### config.mk
export PLATFORM = sky130hd
export DESIGN_NAME = spi_fl_burst_reader
export DESIGN_NICKNAME = d
export VERILOG_FILES = /design/src/rtl/spi_fl_pkg.sv /design/src/rtl/spi_fl_rdfifo.sv /design/src/rtl/spi_fl_burst_reader.sv
export SDC_FILE = /design/constraint.sdc
export NUM_CORES = 1
export LEC_CHECK = 0
export ABC_AREA = 0
export CAP_MARGIN = 20
export CORE_MARGIN = 5
export CORE_UTILIZATION = 54
export DETAILED_ROUTE_END_ITERATION = 10
export GPL_ROUTABILITY_DRIVEN = 0
export GPL_TIMING_DRIVEN = 0
export PLACE_DENSITY = 0.87
export SYNTH_ARGS = -nofsm -noshare
export SYNTH_HDL_FRONTEND = slang
export SYNTH_SLANG_ARGS = --single-unit
### constraint.sdc
create_clock -name clk_i -period 5.1 [get_ports clk_i]
set_clock_uncertainty 0.15 [all_clocks]
set_input_delay 0.765 -clock clk_i [delete_from_list [all_inputs] [get_ports clk_i]]
set_output_delay 0.765 -clock clk_i [all_outputs]
set_load 0.005 [all_outputs]
### src/rtl/spi_fl_pkg.sv
// Shared types and constants for the SPI flash burst-read sequencer.
package spi_fl_pkg;

    typedef enum logic [2:0] {
        IDLE      = 3'd0,
        ISSUE     = 3'd1,
        WAIT_BUSY = 3'd2,
        WAIT_DONE = 3'd3,
        FINISH    = 3'd4
    } state_e;

    localparam int unsigned SPI_DATA_W  = 32;
    localparam logic [31:0] ADDR_STEP   = 32'd4;
    localparam logic [31:0] ADDR24_MASK = 32'h00FF_FFFF;

    // Next word address; 3-byte addressing wraps inside the low 16 MiB.
    function automatic logic [31:0] next_addr(input logic [31:0] addr, input logic fourbyte);
        logic [31:0] sum;
        sum = addr + ADDR_STEP;
        return fourbyte ? sum : (sum & ADDR24_MASK);
    endfunction

endpackage

### src/rtl/spi_fl_rdfifo.sv
// First-word fall-through FIFO for returned read words.
module spi_fl_rdfifo #(
    parameter int unsigned DEPTH = 8,
    parameter int unsigned W     = 32
) (
    input  logic                       clk_i,
    input  logic                       rst_i,
    input  logic                       push_i,
    input  logic [W-1:0]               din_i,
    input  logic                       pop_i,
    output logic [W-1:0]               dout_o,
    output logic                       empty_o,
    output logic                       full_o,
    output logic [$clog2(DEPTH):0]     count_o
);

    localparam int unsigned AW = $clog2(DEPTH);

    logic [W-1:0]  mem_q [DEPTH];
    logic [AW-1:0] wptr_q, rptr_q;
    logic [AW:0]   count_q;
    logic          do_push, do_pop;

    // A pop on empty is ignored; a push on full is only taken with a pop.
    always_comb begin
        do_pop  = pop_i & ~empty_o;
        do_push = push_i & (~full_o | do_pop);
    end

    // Storage needs no reset: the pointers alone define what is valid.
    always_ff @(posedge clk_i) begin
        if (do_push) mem_q[wptr_q] <= din_i;
    end

    // Pointer and occupancy bookkeeping.
    always_ff @(posedge clk_i or posedge rst_i) begin
        if (rst_i) begin
            wptr_q  <= '0;
            rptr_q  <= '0;
            count_q <= '0;
        end else begin
            if (do_push) wptr_q <= wptr_q + AW'(1);
            if (do_pop)  rptr_q <= rptr_q + AW'(1);
            case ({do_push, do_pop})
                2'b10:   count_q <= count_q + (AW+1)'(1);
                2'b01:   count_q <= count_q - (AW+1)'(1);
                default: count_q <= count_q;
            endcase
        end
    end

    assign dout_o  = mem_q[rptr_q];
    assign empty_o = (count_q == '0);
    assign full_o  = (count_q == (AW+1)'(DEPTH));
    assign count_o = count_q;

endmodule

### src/rtl/spi_fl_burst_reader.sv
// Splits a burst-read request into single-word SPI master transactions
// and buffers the returned words for the CPU/DMA consumer.
module spi_fl_burst_reader
    import spi_fl_pkg::*;
#(
    parameter int unsigned FIFO_DEPTH  = 8,
    parameter int unsigned MAX_WORDS_W = 8
) (
    input  logic                   clk_i,
    input  logic                   rst_i,
    input  logic                   req_valid_i,
    output logic                   req_ready_o,
    input  logic [31:0]            req_addr_i,
    input  logic [MAX_WORDS_W-1:0] req_nwords_i,
    input  logic [7:0]             req_command_i,
    input  logic [2:0]             req_commtype_i,
    input  logic [9:0]             req_frame_struct_i,
    input  logic [3:0]             req_dummy_i,
    input  logic                   req_dtr_i,
    input  logic                   req_4byte_i,
    input  logic [1:0]             req_spimode_i,
    input  logic                   abort_i,
    output logic [31:0]            m_address_o,
    output logic [7:0]             m_command_o,
    output logic [2:0]             m_commtype_o,
    output logic [9:0]             m_frame_struct_o,
    output logic [3:0]             m_dummy_o,
    output logic                   m_dtr_o,
    output logic                   m_4byte_o,
    output logic [1:0]             m_spimode_o,
    output logic [6:0]             m_ndata_bits_o,
    output logic                   m_valid_o,
    input  logic                   m_tready_i,
    input  logic [31:0]            m_rdata_i,
    output logic                   rd_valid_o,
    input  logic                   rd_ready_i,
    output logic [31:0]            rd_data_o,
    output logic                   busy_o,
    output logic                   done_o,
    output logic                   aborted_o
);

    localparam int unsigned CNT_W = $clog2(FIFO_DEPTH) + 1;
    localparam logic [CNT_W-1:0] DEPTH_C = CNT_W'(FIFO_DEPTH);

    state_e                 state_q;
    logic [31:0]            addr_q, addr_d;
    logic [7:0]             cmd_q;
    logic [2:0]             commtype_q;
    logic [9:0]             frame_q;
    logic [3:0]             dummy_q;
    logic                   dtr_q, fourbyte_q;
    logic [1:0]             spimode_q;
    logic [MAX_WORDS_W-1:0] rem_q;
    logic                   abort_q, m_valid_q, done_q, aborted_q;

    logic                   fifo_push, fifo_pop, fifo_empty, fifo_full;
    logic [CNT_W-1:0]       fifo_count;
    logic                   credit_ok, abort_now;

    // Credit, abort view and next address for the sequencer.
    always_comb begin
        credit_ok = (DEPTH_C - fifo_count) != '0;
        abort_now = abort_q | abort_i;
        addr_d    = next_addr(addr_q, fourbyte_q);
        fifo_push = (state_q == WAIT_DONE) & m_tready_i & ~fifo_full;
        fifo_pop  = rd_ready_i & ~fifo_empty;
    end

    // Burst sequencer with registered handshake and status outputs.
    always_ff @(posedge clk_i or posedge rst_i) begin
        if (rst_i) begin
            state_q    <= IDLE;
            addr_q     <= '0;
            cmd_q      <= '0;
            commtype_q <= '0;
            frame_q    <= '0;
            dummy_q    <= '0;
            dtr_q      <= 1'b0;
            fourbyte_q <= 1'b0;
            spimode_q  <= '0;
            rem_q      <= '0;
            abort_q    <= 1'b0;
            m_valid_q  <= 1'b0;
            done_q     <= 1'b0;
            aborted_q  <= 1'b0;
        end else begin
            m_valid_q <= 1'b0;
            done_q    <= 1'b0;
            if (state_q != IDLE && abort_i) abort_q <= 1'b1;
            case (state_q)
                IDLE: begin
                    if (req_valid_i) begin
                        addr_q     <= req_4byte_i ? req_addr_i : (req_addr_i & ADDR24_MASK);
                        cmd_q      <= req_command_i;
                        commtype_q <= req_commtype_i;
                        frame_q    <= req_frame_struct_i;
                        dummy_q    <= req_dummy_i;
                        dtr_q      <= req_dtr_i;
                        fourbyte_q <= req_4byte_i;
                        spimode_q  <= req_spimode_i;
                        rem_q      <= req_nwords_i;
                        aborted_q  <= 1'b0;
                        abort_q    <= 1'b0;
                        if (req_nwords_i == '0) done_q  <= 1'b1;
                        else                    state_q <= ISSUE;
                    end
                end
                ISSUE: begin
                    if (abort_now) begin
                        aborted_q <= 1'b1;
                        done_q    <= 1'b1;
                        state_q   <= FINISH;
                    end else if (m_tready_i && credit_ok) begin
                        m_valid_q <= 1'b1;
                        state_q   <= WAIT_BUSY;
                    end
                end
                WAIT_BUSY: begin
                    if (!m_tready_i) state_q <= WAIT_DONE;
                end
                WAIT_DONE: begin
                    if (m_tready_i) begin
                        rem_q  <= rem_q - MAX_WORDS_W'(1);
                        addr_q <= addr_d;
                        if (rem_q == MAX_WORDS_W'(1)) begin
                            done_q  <= 1'b1;
                            state_q <= FINISH;
                        end else if (abort_now) begin
                            aborted_q <= 1'b1;
                            done_q    <= 1'b1;
                            state_q   <= FINISH;
                        end else begin
                            state_q <= ISSUE;
                        end
                    end
                end
                FINISH:  state_q <= IDLE;
                default: state_q <= IDLE;
            endcase
        end
    end

    spi_fl_rdfifo #(
        .DEPTH (FIFO_DEPTH),
        .W     (SPI_DATA_W)
    ) u_rdfifo (
        .clk_i   (clk_i),
        .rst_i   (rst_i),
        .push_i  (fifo_push),
        .din_i   (m_rdata_i),
        .pop_i   (fifo_pop),
        .dout_o  (rd_data_o),
        .empty_o (fifo_empty),
        .full_o  (fifo_full),
        .count_o (fifo_count)
    );

    assign req_ready_o      = (state_q == IDLE);
    assign busy_o           = (state_q != IDLE);
    assign done_o           = done_q;
    assign aborted_o        = aborted_q;
    assign m_valid_o        = m_valid_q;
    assign m_address_o      = addr_q;
    assign m_command_o      = cmd_q;
    assign m_commtype_o     = commtype_q;
    assign m_frame_struct_o = frame_q;
    assign m_dummy_o        = dummy_q;
    assign m_dtr_o          = dtr_q;
    assign m_4byte_o        = fourbyte_q;
    assign m_spimode_o      = spimode_q;
    assign m_ndata_bits_o   = 7'd32;
    assign rd_valid_o       = ~fifo_empty;

endmodule
==> impl_metrics.toml, run 1 <==
[run_status]
outcome = "finished, final reports clean"

[clocking]
htree_levels = 2
ctsResizeCount = 0
clkLatencyLatePin_ps = 510
postCtsHoldBufs = 0
cts_setup_buffers = 0
cts_sinks = 342
clockBufferDepth = 3
cts_buffers = 34
root_buffer = "clkbuf_16"
clk_pin_slew_worst_paths_ps = 60
tritoncts = "built"

[floorplan]
num_rows = 59
fp.dieW_um = 172.1
die-area_mm2 = 0.02960
start_util_pct = 54.58
core_area_mm2 = 0.02598
ios = 213
die_y_um = 172.1

[timing]
rsz0062_at_grt = "false"
hold_viol = 0
setup_slack_ps = 998.2
tightest_slew_ps = 1017
period_needed_ps = 4102
slew_viol_final = 0
setup_viol = 0
whs_ps = 320.4
relSlewSlack_pct = 31.80
period_share_pct = 80.43
fmax_ghz = 0.2438

[setup_path]
worstSetupPathType = "reg2out"
cp_max_fo = 10
path_cells = "clkbuf_1 -> clkbuf_1 -> mux4_2 -> mux2_2 -> clkdlybuf4s50_1"
critPathBufInv = 3
crit_family = "buffers and inverters"
max_stage_delay_ps = 610
end_kind = "primary output"
crit_top_cell = "clkbuf_1"
start_kind = "flop"
worstPathArrival_ps = 3190
required_ps = 4180
slowest_stage = "clkbuf_1"

[final_layout]
multiInputGateArea_mm2 = 0.004131
layout-drive-gt1-share_pct = 16.86
synthToLayoutAreaGrowth_pct = 27.45
finalNonFillerCells = 1540
seq_area_mm2 = 0.009839
nets = 1293
fin_util_pct = 69.56
fill_cells = 1668

[synth]
synth_top_area_cell = "edfxtp_1"
synthTopCellsByArea = "edfxtp_1, dfrtp_1, mux4_2, nand2_1, mux2_2"
seq_area_frac_synth_pct = 69.38
synth.cell_area_mm2 = 0.01418
synth_area_per_cell_um2 = 15.43
syn_inst = 919
synth-edff-count = 256
yosys_register_bits = 342
async_flop_share_pct = 25.15
synth.distinct_cells = 62
ys.flop_type = "edfxtp_1"
yosys_warnings = 0
yosys-top-cells-count = "edfxtp_1, nand2_1, dfrtp_1"
yosysMostFrequentCell = "edfxtp_1"
synth_top_area_share_pct = 54.20

[global_route]
first_global_vias = 9568
grt_first_pass_wirelength_um = 54010
antenna_found_initial = 0
track_usage_pct = 23.71
grt_max_degree = 68
grt_overflow_total = 0

[drt]
drt_iter0_markers = 999
routed_via_density = 5.958
ant_nets = 0
wl_per_cell_um = 22.71
drc = 0
firstDrtPassIters = 5
via_count = 9175
wl_um = 34980

[placement]
port_buffers = 205
dpl.hpwl_um = 22860
dp_cells = 1477
dp_slack_ps = 1126

[pwr]
power_leakage_nw = 6.436
powerDensity_mw_per_mm2 = 532.6
ir_worst_vdd_mv = 0.4536

[flow_run]
max_cap_violations = 0

[worst_hold_path]
hold_class = "reg2reg"
==> sequential cells by signal, summed over array words and instances, names as in the netlist <==
name	flops
u_rdfifo.mem_q	256
m_address_o	32
m_frame_struct_o	10
m_command_o	8
rem_q	8
m_dummy_o	4
u_rdfifo.count_o	4
m_commtype_o	3
state_q	3
u_rdfifo.rptr_q	3
u_rdfifo.wptr_q	3
m_spimode_o	2
abort_q	1
aborted_o	1
done_o	1
m_4byte_o	1
m_dtr_o	1
m_valid_o	1
==> layout by cell type, fill, tap and decap left out, drive strengths merged, types with 9 or more instances in the layout <==
cell           count
clkdlybuf4s50    205
mux4              64
clkbuf            84
edfxtp           256
nand4              9
nand3             25
mux2              34
clkinv             9
buf               35
inv               10
o21ai             28
nand2            135
nor2              46
a21oi             37
nor3              15
dfrtp             86
==> metrics by stage <==
step	cell area [um^2]	TNS (ps)	power (mW)
global route	18070	0	10.14
CTS	18070	0	9.703
floorplan	14200	0	5.531
global placement	16670	-153790	7.037
detailed placement	16940	0	7.160
finish	18080	0	9.627
==> metal layers <==
| layer | up-vias | global-route usage [%] | routed length (um) |
|---|---|---|---|
| li1 | 4050 | - | - |
| met1 | 4549 | 30.63 | 13380 |
| met2 | 504 | 40.65 | 17830 |
| met3 | 72 | 5.830 | 3044 |
| met4 | 0 | 6.391 | 726 |
| met5 | - | 0 | 0 |
==> worst register-to-register path: cells and delay by family, from the launching register on <==
family / cells / cell delay, ps
buffers and inverters: 2 / 710
flip-flops: 1 / 470
AND/OR/NAND/NOR: 4 / 1730
==> power breakdown <==
| part | internal [mW] | switching [mW] |
|---|---|---|
| clock network | 1.47 | 1.03 |
| logic | 1.86 | 1.56 |
| registers | 3.35 | 0.367 |
==> cell type report <==
type                       count  area share [%]
antenna                        1         0.01384
buffer                        56           1.391
clock buffer                  50           5.489
clock inverter                12          0.7752
inverter                       9          0.2007
multi-input combinational    517           22.86
sequential                   342           54.43
tap                          335           2.319
timing repair buffer         218           12.52
==> final timing paths <==
kind                       cells after the start                   end                 from  slack, ps
min reg2reg                                    2   m_frame_struct_o[8]  m_frame_struct_o[8]        320
max in group asynchronous                      3   m_frame_struct_o[1]                rst_i       3740
max                                            5          rd_data_o[2]   u_rdfifo.rptr_q[1]       1000
min in group asynchronous                      2   m_frame_struct_o[9]                rst_i        400
max reg2reg                                    6  u_rdfifo.mem_q[1][9]           state_q[2]       1750
min                                            2   m_frame_struct_o[8]  m_frame_struct_o[8]        320
==> cells by family (layout without fill, tap and decap cells) <==
kind of cell	Yosys count	count (layout)	synth area share, %
other	2	8	0.05295
adders and majority gates	8	8	0.7058
DFF	342	342	69.38
xor gates and xnor gates	8	8	0.4940
and+or+nand+nor	275	275	9.175
muxes	99	99	12.93
AOI/OAI and AO/OA	120	120	5.249
buffers and inverters	65	345	2.011
Power figures use the tool's default switching activity.
==> run 2, diff against run 1 <==
Settings changed: CORE_UTILIZATION 54 to 49, PLACE_DENSITY 0.87 to 0.83.
Clock period 5.1 ns to 3.6 ns, I/O delays scaled along.
==> impl_metrics.toml, run 2 (synthesized netlist as in run 1, its figures left out) <==
[run_status]
outcome = "finished, final reports clean"

[pwr]
pwr-share-clk_pct = 26.2
p_comb_share_pct = 35.6
swShare_pct = 30.86
internal_power_mw = 9.513
power_frac_seq_pct = 38.3
ir_worst_vdd_mv = 0.3595
report.power.total_mw = 13.76
powerDensity_mw_per_mm2 = 755.2
switchingPower_mw = 4.247
power_leakage_nw = 6.464

[clocking]
tritoncts = "built"
cts_setup_buffers = 0
root_buffer = "clkbuf_16"
htree_levels = 2
clockBufferDepth = 3
cts_buffers = 37
clkLatencyLatePin_ps = 500
clk_pin_slew_worst_paths_ps = 60
cts_sinks = 342

[final_layout]
final_cell_mix = "edfxtp_1, clkdlybuf4s50_1, nand2_1"
top_register = "u_rdfifo.mem_q"
final_common_cell = "edfxtp_1"
layout-drive-gt1-share_pct = 17.28
largest_reg_flops = 256
fin_area_mm2 = 0.01822
antenna_cells = 0
synthToLayoutAreaGrowth_pct = 28.48
nets = 1294

[drt]
wl_um = 35410
drc = 0
routed_via_density = 5.794
firstDrtPassIters = 6
ant_nets = 0
drt_iter0_markers = 948
via_count = 9201
wl_per_cell_um = 22.30

[setup_path]
rr_startpoint = "state_q[2]"
worstPathArrival_ps = 2790
end_kind = "primary output"
r2r_cells = 5
timing.rr.end = "u_rdfifo.mem_q[2][3]"
cp_max_fo = 10
worstSetupPathType = "reg2out"
start_kind = "flop"
required_ps = 2910
rrSetupSlack_ps = 580

[floorplan]
num_rows = 62
start_util_pct = 49.55
die-area_mm2 = 0.03245
die_y_um = 180.1
fp.dieW_um = 180.1
ios = 213
core_area_mm2 = 0.02863

[flow_run]
max_cap_violations = 0

[timing]
hold_viol = 0
fmax_ghz = 0.2873
rsz0062_at_grt = "true"
period_needed_ps = 3481
period_share_pct = 96.70
slew_viol_final = 0
tns_ps = 0
setup_viol = 0
tightest_slew_ps = 736.3
relSlewSlack_pct = 50.91
whs_ps = 197.6

[placement]
detailed_place.area_mm2 = 0.01705
port_buffers = 205
dpl.hpwl_um = 22830

[worst_hold_path]
hold_class = "in2async"

[global_route]
grt_max_degree = 65
antenna_found_initial = 2
grt_overflow_total = 0
first_global_vias = 9469
grt_first_pass_wirelength_um = 55190
track_usage_pct = 21.55
-- run 2: cell types whose count changed in the layout (fill, tap and decap cells not counted), sizes merged --
cell      before  now
buf           35   33
bufinv         2    3
clkinv         9   14
diode          1    0
inv           10   13
clkbuf        84   75
clkinvlp       0    2
-- run 2: critical path, stage by stage, from the launching register on --
cell and delay (ps):
dfrtp_1 360, buf_2 310, buf_4 320, mux4_2 540, mux2_2 300, clkdlybuf4s50_1 450
-- run 2: final cells by class --
type | count | area [um^2]
Clock inverter | 23 | 203.9
Tap cell | 384 | 480.5
Clock buffer | 41 | 940.9
Fill cell | 1999 | 10400
Inverter | 9 | 36.28
Multi-Input combinational cell | 517 | 4144
Buffer | 56 | 276.5
Sequential cell | 342 | 9839
Timing Repair Buffer | 216 | 2300
-- run 2: per-layer routing --
layer | GRT usage (%) | vias to the layer above | share of wire (%)
met5 | 0 | - | 0.040
met4 | 4.416 | 4 | 1.9
met3 | 5.612 | 62 | 9.3
met2 | 37.76 | 501 | 51
met1 | 27.49 | 4591 | 38
li1 | - | 4043 | -
-- run 2: worst max-delay path by stage --
| stage | start | slack, ps | endpoint | cells past startpoint |
|---|---|---|---|---|
| floorplan | state_q[2] | 390 | u_rdfifo.mem_q[6][0] | 4 |
| global placement | m_tready_i | -1640 | u_rdfifo.mem_q[4][4] | 5 |
| CTS | u_rdfifo.rptr_q[0] | 20 | rd_data_o[29] | 5 |
| global route | u_rdfifo.rptr_q[0] | -4 | rd_data_o[17] | 5 |
| detailed placement | m_tready_i | 140 | u_rdfifo.mem_q[2][4] | 6 |
| finish | u_rdfifo.rptr_q[0] | 120 | rd_data_o[12] | 5 |
-- run 2: what timing repair did --
| action | 4_1_cts | 5_1_grt |
|---|---|---|
| resized for setup | 12 | 1 |
| endpoints found under the setup margin | 32 | 7 |
| hold buffers | 0 | 0 |
-- run 2: through the flow --
step	util (%)	cells	setup slack [ps]
after floorplan	-	924	391.6
after global placement	58.49	1513	-1639
after detailed placement	59.57	1524	139.1
after CTS	63.64	1588	16.58
after global routing	63.65	1588	-4.080
final	63.65	1588	118.7
-- run 2: power groups by stage --
stage | sequential (mW) | combinational, mW | clock (mW)
final | 5.26 | 4.89 | 3.60
after detailed placement | 5.30 | 4.87 | 0
after floorplan | 5.22 | 2.62 | 0
after CTS | 5.24 | 4.96 | 3.67
after global placement | 5.28 | 4.73 | 0
after global routing | 5.33 | 5.30 | 3.83
